==> src/rtl/s2p_if.sv <==
// Serial-in / parallel-out handshake bundle for s2p.
// The slave modport is the converter's own view; master is the link/sink side.
interface s2p_if #(
  parameter int N = 8
);
  logic         ser_valid;
  logic         ser_data;
  logic         ser_ready;
  logic         flush;
  logic         par_valid;
  logic [N-1:0] par_data;
  logic         par_ready;

  modport slave (
    input  ser_valid, ser_data, flush, par_ready,
    output ser_ready, par_valid, par_data
  );

  modport master (
    output ser_valid, ser_data, flush, par_ready,
    input  ser_ready, par_valid, par_data
  );
endinterface

==> src/rtl/s2p.sv <==
// Serial-to-parallel converter: collects N bits LSB first and presents them as one word.
// Double-buffered: a finished word may wait in the shift register while the output register is stalled.
module s2p #(
  parameter int N = 8
) (
  input  logic   clk,
  input  logic   rstn,
  s2p_if.slave   bus,
  output logic   dbg_state
);
  localparam int CW = $clog2(N);

  // Valid/ready: a transfer happens on a rising clk edge where valid and ready are both high;
  // valid and its data hold steady until that edge, and ready never depends combinationally on valid.
  typedef enum logic {COLLECT = 1'b0, FULL = 1'b1} state_t;

  state_t        state, state_n;
  logic [CW-1:0] count, count_n;
  logic [N-1:0]  shift, shift_n;
  logic [N-1:0]  par_data, par_data_n;
  logic          par_valid, par_valid_n;

  logic          bit_acc;
  logic          slot_free;
  logic [N-1:0]  word;

  assign bus.ser_ready = (state == COLLECT);
  assign bus.par_valid = par_valid;
  assign bus.par_data  = par_data;
  assign dbg_state     = state;

  assign bit_acc   = bus.ser_valid & (state == COLLECT);
  assign slot_free = !par_valid | bus.par_ready;
  assign word      = {bus.ser_data, shift[N-1:1]};

  always_comb begin
    state_n     = state;
    count_n     = count;
    shift_n     = shift;
    par_data_n  = par_data;
    par_valid_n = par_valid & !bus.par_ready;
    if (bus.flush) begin
      // Output register is left alone so a presented word is never retracted.
      state_n = COLLECT;
      count_n = '0;
      shift_n = '0;
    end else begin
      case (state)
        COLLECT: begin
          if (bit_acc) begin
            shift_n = word;
            if (count == CW'(N-1)) begin
              count_n = '0;
              if (slot_free) begin
                par_data_n  = word;
                par_valid_n = 1'b1;
              end else begin
                state_n = FULL;
              end
            end else begin
              count_n = count + CW'(1);
            end
          end
        end
        FULL: begin
          if (slot_free) begin
            par_data_n  = shift;
            par_valid_n = 1'b1;
            state_n     = COLLECT;
          end
        end
        default: state_n = COLLECT;
      endcase
    end
  end

  always_ff @(posedge clk or negedge rstn) begin
    if (!rstn) begin
      state     <= COLLECT;
      count     <= '0;
      shift     <= '0;
      par_data  <= '0;
      par_valid <= 1'b0;
    end else begin
      state     <= state_n;
      count     <= count_n;
      shift     <= shift_n;
      par_data  <= par_data_n;
      par_valid <= par_valid_n;
    end
  end
endmodule

==> src/flat_wrapper.sv <==
// flat-port wrapper written by rule: the top's interface ports become plain ports
module s2p_flat 
#(
  parameter int N = 8
)
  (clk, rstn, dbg_state, bus_ser_valid, bus_ser_data, bus_flush, bus_par_ready, bus_ser_ready, bus_par_valid, bus_par_data);
  s2p_if #(.N(N)) bus_i ();
  input  logic clk;
  input  logic rstn;
  output logic dbg_state;
  input wire logic [$bits(bus_i.ser_valid)-1:0] bus_ser_valid;
  input wire logic [$bits(bus_i.ser_data)-1:0] bus_ser_data;
  input wire logic [$bits(bus_i.flush)-1:0] bus_flush;
  input wire logic [$bits(bus_i.par_ready)-1:0] bus_par_ready;
  output wire logic [$bits(bus_i.ser_ready)-1:0] bus_ser_ready;
  output wire logic [$bits(bus_i.par_valid)-1:0] bus_par_valid;
  output wire logic [$bits(bus_i.par_data)-1:0] bus_par_data;
  assign bus_i.ser_valid = bus_ser_valid;
  assign bus_i.ser_data = bus_ser_data;
  assign bus_i.flush = bus_flush;
  assign bus_i.par_ready = bus_par_ready;
  assign bus_ser_ready = bus_i.ser_ready;
  assign bus_par_valid = bus_i.par_valid;
  assign bus_par_data = bus_i.par_data;
  s2p #(.N(N)) u_core (.clk(clk), .rstn(rstn), .bus(bus_i), .dbg_state(dbg_state));
endmodule
==> config.mk <==
export PLATFORM = sky130hd
export DESIGN_NAME = s2p_flat
export DESIGN_NICKNAME = d
export VERILOG_FILES = /design/src/rtl/s2p_if.sv /design/src/rtl/s2p.sv /design/src/flat_wrapper.sv
export SDC_FILE = /design/constraint.sdc
export NUM_CORES = 1
export LEC_CHECK = 0
export CORE_MARGIN = 2
export CORE_UTILIZATION = 45
export CTS_CLUSTER_DIAMETER = 80
export DETAILED_ROUTE_END_ITERATION = 8
export PLACE_DENSITY = 0.75
export SLEW_MARGIN = 40
export SYNTH_ARGS = -nofsm -noshare
export SYNTH_HDL_FRONTEND = slang
export SYNTH_SLANG_ARGS = --single-unit
==> constraint.sdc <==
create_clock -name clk -period 1.5 [get_ports clk]
set_input_delay 0.15 -clock clk [delete_from_list [all_inputs] [get_ports clk]]
set_output_delay 0.15 -clock clk [all_outputs]
set_load 0.005 [all_outputs]
# Yosys cells after proc, flatten, opt, wreduce, memory -nomap -nowiden
# Index checks and enable logic that the tools add are counted.
word_totals:
  ramBits: 0
  mem_bits_ro: 0
  memories: 0
  latch_bits: 0
  regBits: 21
  output_inout_bits: 11
  input_bits: 6
  wordCells: 44
op_classes:
  add_sub_neg: 1
  n_div: 0
  bitwise: 5
  reduce_logical: 5
  n_mux: 22
  multipliers: 0
  eq_ne: 6
  order_cmp: 0
  shifts: 0
ops:
  columns: ["operator", "n"]
  rows:
  - ["8-bit two-way mux", 7]
  - ["8-bit one-hot mux with 2 select lines", 1]
  - ["3-bit two-way mux", 4]
  - ["1-bit two-way mux", 8]
  - ["2-bit by 1-bit inequality test with 1-bit output (second input constant)", 3]
  - ["5-bit AND reduction", 1]
  - ["2-bit inequality test (second input constant)", 2]
  - ["1-bit one-hot mux with 2 select lines", 2]
  - ["3-bit by 1-bit adder with 3-bit output (second input constant)", 1]
  - ["3-bit equality test (second input constant)", 1]
  - ["1-bit AND", 2]
  - ["1-bit zero test", 2]
  - ["1-bit NOT", 2]
  - ["2-bit AND reduction", 1]
  - ["2-bit nonzero test", 1]
  - ["1-bit OR", 1]

# Logic depth before layout (Yosys ltp)
# Gate-level depths: netlist of run 1.
logic_depth:
  depth_word: 7
  depth_mapped: 5
  depth_no_buf: 5

# Least setup slack after synthesis of run 1
# OpenSTA, ideal clock, no wires.
synth_timing:
  kind: "reg2reg"
  start: "register u_core.count[0]"
  end: "register u_core.par_data[0] (netlist: u_core.bus.par_data[0])"
  required_time_ns: 1.375
  setup_time_ns: 0.125
  path_slack_ns: -0.072
  synth_period_minus_slack_ns: 1.572
  stages_incl_launch_ff: 6
  path_buffers: 0
  arrival_time_ns: 1.448
  cell_sequence: "dfrtp_1 > ha_1 > ha_1 > a21oi_1 > nor3b_4 > mux2_2"
synth_via:
  elab_chain_len: 3
synth_rtl:
  columns: ["item", "line", "source"]
  rows:
  - ["start, declared", "s2p.sv:18", "logic [CW-1:0] count, count_n;"]
  - ["start signal, assigned", "s2p.sv:86", "count <= count_n;"]
  - ["3-bit equality test", "s2p.sv:52", "if (count == CW'(N-1)) begin"]
  - ["2-bit by 1-bit inequality test with 1-bit output (no line)", null, null]
  - ["5-bit AND reduction (no line)", null, null]
  - ["end signal, assigned", "s2p.sv:88", "par_data <= par_data_n;"]
  - ["end, declared", "s2p.sv:20", "logic [N-1:0] par_data, par_data_n;"]
# No other way between the ends.
# A chain may end at the register's enable or synchronous reset.

# Final worst setup path of run 1
layout_timing:
  start: "register u_core.count[1]"
  end: "register u_core.par_data[4] (netlist: u_core.bus.par_data[4])"
# Same word-level chain as after synthesis.

==> results of run 1 <==
## per-stage QoR
| step | TNS (ns) | total power, mW | cell area (um^2) | setup WS, ns |
|---|---|---|---|---|
| 5_1_grt | -1.31 | 0.980 | 1350 | -0.173 |
| 3_3_place_gp | -1.70 | 0.658 | 1200 | -0.214 |
| 3_5_place_dp | -1.91 | 0.660 | 1200 | -0.238 |
| 6_report | -0.969 | 0.936 | 1350 | -0.131 |
| 4_1_cts | -0.522 | 0.933 | 1290 | -0.0704 |
| 2_1_floorplan | -0.514 | 0.614 | 952 | -0.0643 |
## power groups by stage
stage          registers [mW]  logic [mW]  clock network [mW]
2_1_floorplan           0.588      0.0266                   0
3_3_place_gp            0.589      0.0694                   0
3_5_place_dp            0.589      0.0704                   0
4_1_cts                 0.578      0.0753               0.280
5_1_grt                 0.581      0.0893               0.309
6_report                0.580      0.0813               0.274
## cell families (layout without fill, tap and decap cells)
group	after synthesis	in the layout	share of synthesized area [%]
flops	21	21	55.4
compound gates	13	13	6.86
simple gates	27	27	13.9
buf+inv	5	35	2.24
fa+ha+maj	2	2	2.64
mux	16	16	19.0
## sequential cells by signal (all words and copies together) (netlist names)
name	count
u_core.bus.par_data	8
u_core.shift	8
u_core.count	3
u_core.bus.par_valid	1
u_core.dbg_state	1
## worst max-delay path by stage
stage | depth (start not counted) | end | slack, ns | start
3_5_place_dp | 5 | u_core.bus.par_data[2] | -0.24 | u_core.count[0]
2_1_floorplan | 5 | u_core.bus.par_data[0] | -0.06 | u_core.count[0]
6_report | 6 | u_core.bus.par_data[4] | -0.13 | u_core.count[1]
3_3_place_gp | 4 | u_core.bus.par_data[7] | -0.21 | bus_ser_valid
5_1_grt | 6 | u_core.bus.par_data[4] | -0.17 | u_core.count[1]
4_1_cts | 6 | u_core.bus.par_data[2] | -0.07 | u_core.count[1]
## repair_timing
action | 4_1_cts | 5_1_grt
setup buffers | 4 | 0
hold buffers | 0 | 0
gates resized for setup | 5 | 13
endpoints found under the setup margin | 11 | 10
pin swaps | 2 | 5
## critical path, cell delays in order (launching register included)
cell and delay [ns]:
dfrtp_1 0.44, ha_4 0.17, ha_4 0.14, a21oi_4 0.06
nor3b_4 0.23, buf_12 0.17, mux2_4 0.30
## layout make-up
cell class / count / area (um^2) / area share [%]
Clock buffer: 4 / 26.3 / 1.95
Tap cell: 27 / 33.8 / 2.50
Timing Repair Buffer: 30 / 283 / 21.0
Inverter: 1 / 3.75 / 0.278
Multi-Input combinational cell: 58 / 477 / 35.3
Sequential cell: 21 / 526 / 39.0
## cells in the final DEF (no fill, tap or decap), drive strengths merged, types with 2 or more instances in the layout
cell type      count
nand2             20
dfrtp             21
mux2              16
ha                 2
clkbuf             4
clkdlybuf4s50     14
nand2b             2
buf               14
a21oi             12
## layer usage
layer	track usage, %	share of wire [%]	vias to the layer above
met2	28.7	49	14
met3	3.03	2.9	3
met1	23.0	47	352
met5	0	0	-
met4	6.94	1.3	0
li1	-	-	345
==> qor.yml, run 1 <==
cts_tree: "done"
rows: 16
rsz0062_at_grt: "yes"
swShare_pct: 23.4
synth-async-reset-ratio_pct: 100
drt-initial-drc-count: 15
diodes: 0
synth_nets: 92
nets: 123
syn_area_um2: 948
area_growth_pct: 42.2
crit_type: "flop to flop"
synth_cell_types: 15
clk_latency_ns: 0.31
hold_path_class: "input port to async pin"
synth.most_common_cell: "dfrtp_1"
fmax_ghz: 0.613
synthCells: 84
start_kind: "flop"
switchingPower_uw: 219
final_cells: 141
start_util_pct: 47.9
wl_per_cell_um: 14.2
r2r_cells: 6
antenna_found_initial: 0
fp.dieW_um: 49.9
cts.sinks: 21
setup_viol: 8
ys_seq_area_share_pct: 55.4
fin_skew_ns: 0.0102
drive_above_1_share_pct: 34.2
cts_root_buffer: "clkbuf_4"
drc: 0
cts_made_buffers: 3
worstReg2RegStart: "u_core.count[1]"
n_fill_cell: 147
die_h_um: 49.9
grt_max_degree: 22
whs_ns: 0.175
vias: 714
worstPathRequired_ns: 1.70
post-route-util_pct: 68.1
synth_area_per_cell_um2: 11.3
r2r_slack_ns: -0.13
htreeDepth: 1
yosys-top-cells-area: "dfrtp_1 (55%), mux2_2 (19%), nand2_1 (7.9%)"
cap_violations: 0
drt_wl_total_um: 2000
leakage_nw: 0.606
globalplace.congestion: 0.789
power_frac_comb_pct: 8.7
max-slew-margin-rel_pct: 82.0
worst-slew-pin-transition_ns: 0.271
synth_top_cells_by_count: "dfrtp_1 (21), nand2_1 (20), mux2_2 (16)"
setup_slack_ns: -0.131
power_frac_clock_pct: 29.3
viasPerCell: 5.06
ir_drop_mv: 0.490
portBuffers: 16
dr.pass1.iters: 4
io_pins: 17
min_period_ns: 1.63
violations: "negative setup slack"
synth_top_area_share_pct: 55.4
overflow: 0
crit_path_end_kind: "flop"
dp.cells: 133
hpwl_um: 1170
arrival_ns: 1.83
synthFlopType: "dfrtp_1"
outcome: "complete, but fails checks"
ys_ff_latch: 21
critPathMaxFanout: 8
seqPwrFrac_pct: 62.0
internal_power_uw: 717
fp.dieArea_mm2: 0.00249
slew_viol_final: 0
grt_pass1_wl_um: 3270
r2r_end: "u_core.bus.par_data[4]"
clk_path_buf_depth: 2
hold_viol_final: 0
yosysTopAreaCell: "dfrtp_1"
grt_use_total_pct: 17.5
clk_pin_slew_worst_paths_ns: 0.12
timing.final.crit_share_pct: 109
grt_pass1_vias: 755
ant_nets: 0
ys_warn_count: 0
power_density_mw_per_mm2: 694
synth_edf_count: 0
core-area_mm2: 0.00198
No activity file was read; power rests on OpenSTA's default activity.
==> run 2: changes to the inputs <==
- ABC_AREA: default -> 1
- CORE_UTILIZATION: 45 -> 46
- REMOVE_ABC_BUFFERS: default -> 1
==> run 2 against run 1 <==
Critical path type is now flop to primary output. Clock-buffer cell count decreased by 1. The flow now finishes without violations. Synthesized cell count increased by 48%. Combinational power down 5.9%. Hold slack better by 0.0076 ns. Sequential share of layout area is 2.3 points higher. Sequential power is essentially flat. Fmax rose by 16%. First-iteration DRC count up 6.7%. Largest cell class unchanged. Setup slack better by 0.22 ns.
==> qor.yml, run 2 <==
outcome: "finished, final reports clean"
start_util_pct: 47.9  # +0.070 points
nets: 153  # +24%
htreeDepth: 1  # unchanged
min_period_ns: 1.41  # -0.220 ns
hold_path_class: "input port to async pin"
overflow: 0  # unchanged
cap_violations: 0  # unchanged
reg_top3: "u_core.bus.par_data: 8 flops, u_core.shift: 8 flops, u_core.count: 3 flops"
core-area_mm2: 0.00217  # +9.5%
rows: 17  # +1
synth-simple-area-share_pct: 33.3  # +19 points
synth-xor-area-share_pct: 0  # unchanged
grt_pass1_vias: 795  # +5.3%
cts_made_buffers: 3  # unchanged
cts.sinks: 21  # unchanged
viasPerCell: 5.03  # -0.69%
crit_path_end_kind: "primary output"
slew_viol_final: 0  # unchanged
ys_seq_area_share_pct: 50.5  # -4.9 points
syn_area_mm2: 0.00104  # +9.6%
hpwl_um: 1470  # +25%
ys_ff_latch: 21  # unchanged
power_density_mw_per_mm2: 723  # +4.2%
ys_warn_count: 0  # unchanged
synth_top_area_share_pct: 50.5  # -4.9 points
synth_cell_types: 16  # +1
holdBufCountCts: 0  # unchanged
synth-async-reset-ratio_pct: 100  # unchanged
critPathMaxStageDelay_ns: 0.52  # +0.08 ns
final_common_cell: "nand2_1"
die_h_um: 51.5  # +3.3%
timing.final.crit_share_pct: 94.1  # -15 points
rsz0062_at_grt: "no"
fmax_ghz: 0.708  # +16%
yosysTopAreaCell: "dfrtp_1"
fp.dieW_um: 51.5  # +3.3%
wl_per_cell_um: 11.5  # -19%
clk_pin_slew_worst_paths_ns: 0.11  # about the same
synth_top_family_by_area: "simple AND/OR/NAND/NOR gates"
portBuffers: 16  # unchanged
synth_edf_count: 0  # unchanged
leakage_nw: 0.621  # +2.5%
synth_top_cells_by_count: "nand2_1 (51), dfrtp_1 (21), o21ai_0 (12)"
arrival_ns: 1.26  # -0.57 ns
fin_skew_ns: 0.00391  # -0.00626 ns
critPathMaxFanout: 5  # -3
worstPathRequired_ns: 1.35  # -0.35 ns
cpLargestDelayFamily: "buffers and inverters"
crit_type: "flop to primary output"
cts_tree: "done"
setup_viol: 0  # -8
synthCells: 124  # +48%
crit_path_cell_trace: "clkdlybuf4s50_1"
yosys-top-cells-area: "dfrtp_1 (51%), nand2_1 (18%), nand4_1 (6.0%)"
worst-path-buf-inv: 1  # unchanged
drc: 0  # unchanged
area_growth_pct: 22.9
synthFlopType: "dfrtp_1"
hold_viol_final: 0  # unchanged
worst_path_max_delay_cell: "clkdlybuf4s50_1"
io_pins: 17  # unchanged
synth.most_common_cell: "nand2_1"
start_kind: "flop"
drt-initial-drc-count: 16  # +1
drive_above_1_share_pct: 10.4  # -24 points
dr.pass1.iters: 4  # unchanged
tns_ns: 0  # +0.969 ns
antenna_found_initial: 0  # unchanged
synth-compound-area-share_pct: 5.78  # -1.1 points
max-slew-margin-rel_pct: 78.7  # -3.3 points
grt_pass1_wl_um: 3430  # +4.9%
worst-slew-pin-transition_ns: 0.316  # +0.0457 ns
grt_max_degree: 30  # +36%
synth_fa_ha_area_share_pct: 2.41  # -0.23 points
cts_root_buffer: "clkbuf_4"
drt_wl_total_um: 1980  # -0.95%
diodes: 0  # unchanged
ant_nets: 0  # unchanged
synth_mux_area_share_pct: 0  # -19 points
p_total_uw: 924  # -1.3%
clk_path_buf_depth: 2  # unchanged
synth_area_per_cell_um2: 8.39  # -26%
ir_drop_mv: 0.624  # +27%
clk_latency_ns: 0.30  # about the same
grt_use_total_pct: 17.8  # +0.32 points
globalplace.congestion: 0.762  # -3.4%
fp.dieArea_mm2: 0.00266  # +6.6%
final_cell_mix: "nand2_1 (51), dfrtp_1 (20), clkdlybuf4s50_1 (15)"
vias: 865  # +21%
==> run 2: changes by cell type after synthesis, sizes merged, moves of 2 or more <==
cell    before  now
a21oi       12    0
inv          1    9
nand2b       2    0
nor2         0    2
o21ai        1   12
nand4        0   10
nand2       20   52
mux2        16    0
buf          2    5
nand3        0   10
==> run 2: final timing paths <==
check	startpoint	endpoint	slack (ns)	cells past startpoint
worst max-delay path	u_core.dbg_state	dbg_state	0.09	1
worst min-delay path	rstn	u_core.count[0]	0.18	2
worst max register to register	u_core.count[0]	u_core.bus.par_data[6]	0.14	7
worst min register to register	u_core.bus.par_data[3]	u_core.bus.par_data[3]	0.50	2
max in group asynchronous	rstn	u_core.dbg_state	1.09	2
min in group clk	u_core.bus.par_data[3]	u_core.bus.par_data[3]	0.50	2
==> run 2: routing by layer <==
metal	part of all wire (%)	GRT usage, %
met5	0	0
met3	2.9	3.45
met2	48	28.0
met1	47	24.0
met4	1.3	7.89
==> run 2: repair_timing <==
action / 4_1_cts / 5_1_grt
buffers inserted: 0 / 0
pin swaps: 0 / 0
resized for setup: 1 / 1
setup endpoints to repair: 1 / 1
==> run 2: final cells by class <==
cell class | instances | area [um^2]
Timing Repair Buffer | 22 | 220
Inverter | 9 | 36.3
Tap cell | 28 | 35.0
Clock buffer | 3 | 22.5
Clock inverter | 1 | 5.00
Sequential cell | 21 | 527
Fill cell | 197 | 892
Multi-Input combinational cell | 88 | 432
==> run 2: through the flow <==
stage | instances | util [%] | worst slack, ns | hold WS [ns] | instance area [um^2]
3_5_place_dp | 168 | 57.4 | 0.159 | 0.474 | 1250
6_report | 172 | 58.9 | 0.0881 | 0.183 | 1280
3_3_place_gp | 168 | 57.4 | 0.220 | 0.469 | 1250
2_1_floorplan | 118 | - | 0.267 | -0.146 | 993
5_1_grt | 172 | 58.9 | 0.0236 | 0.202 | 1280
4_1_cts | 172 | 58.8 | 0.0190 | 0.185 | 1270
==> run 2: logic make-up after synthesis <==
| kind of cell | after synthesis |
|---|---|
| flops | 21 |
| compound gates | 12 |
| fa+ha+maj | 2 |
| buf+inv | 15 |
| simple gates | 74 |
==> run 2: power breakdown <==
part	switching (mW)	internal [mW]	total (mW)
Combinational	0.0436	0.0330	0.0765
Clock	0.166	0.0993	0.265
Sequential	0.00710	0.575	0.582
Total	0.216	0.707	0.924
==> run 3: changes to the inputs <==
- SKIP_CTS_REPAIR_TIMING: default -> 1
==> results of run 3 <==
The final DEF is identical to that of run 2; final timing and power are the same.
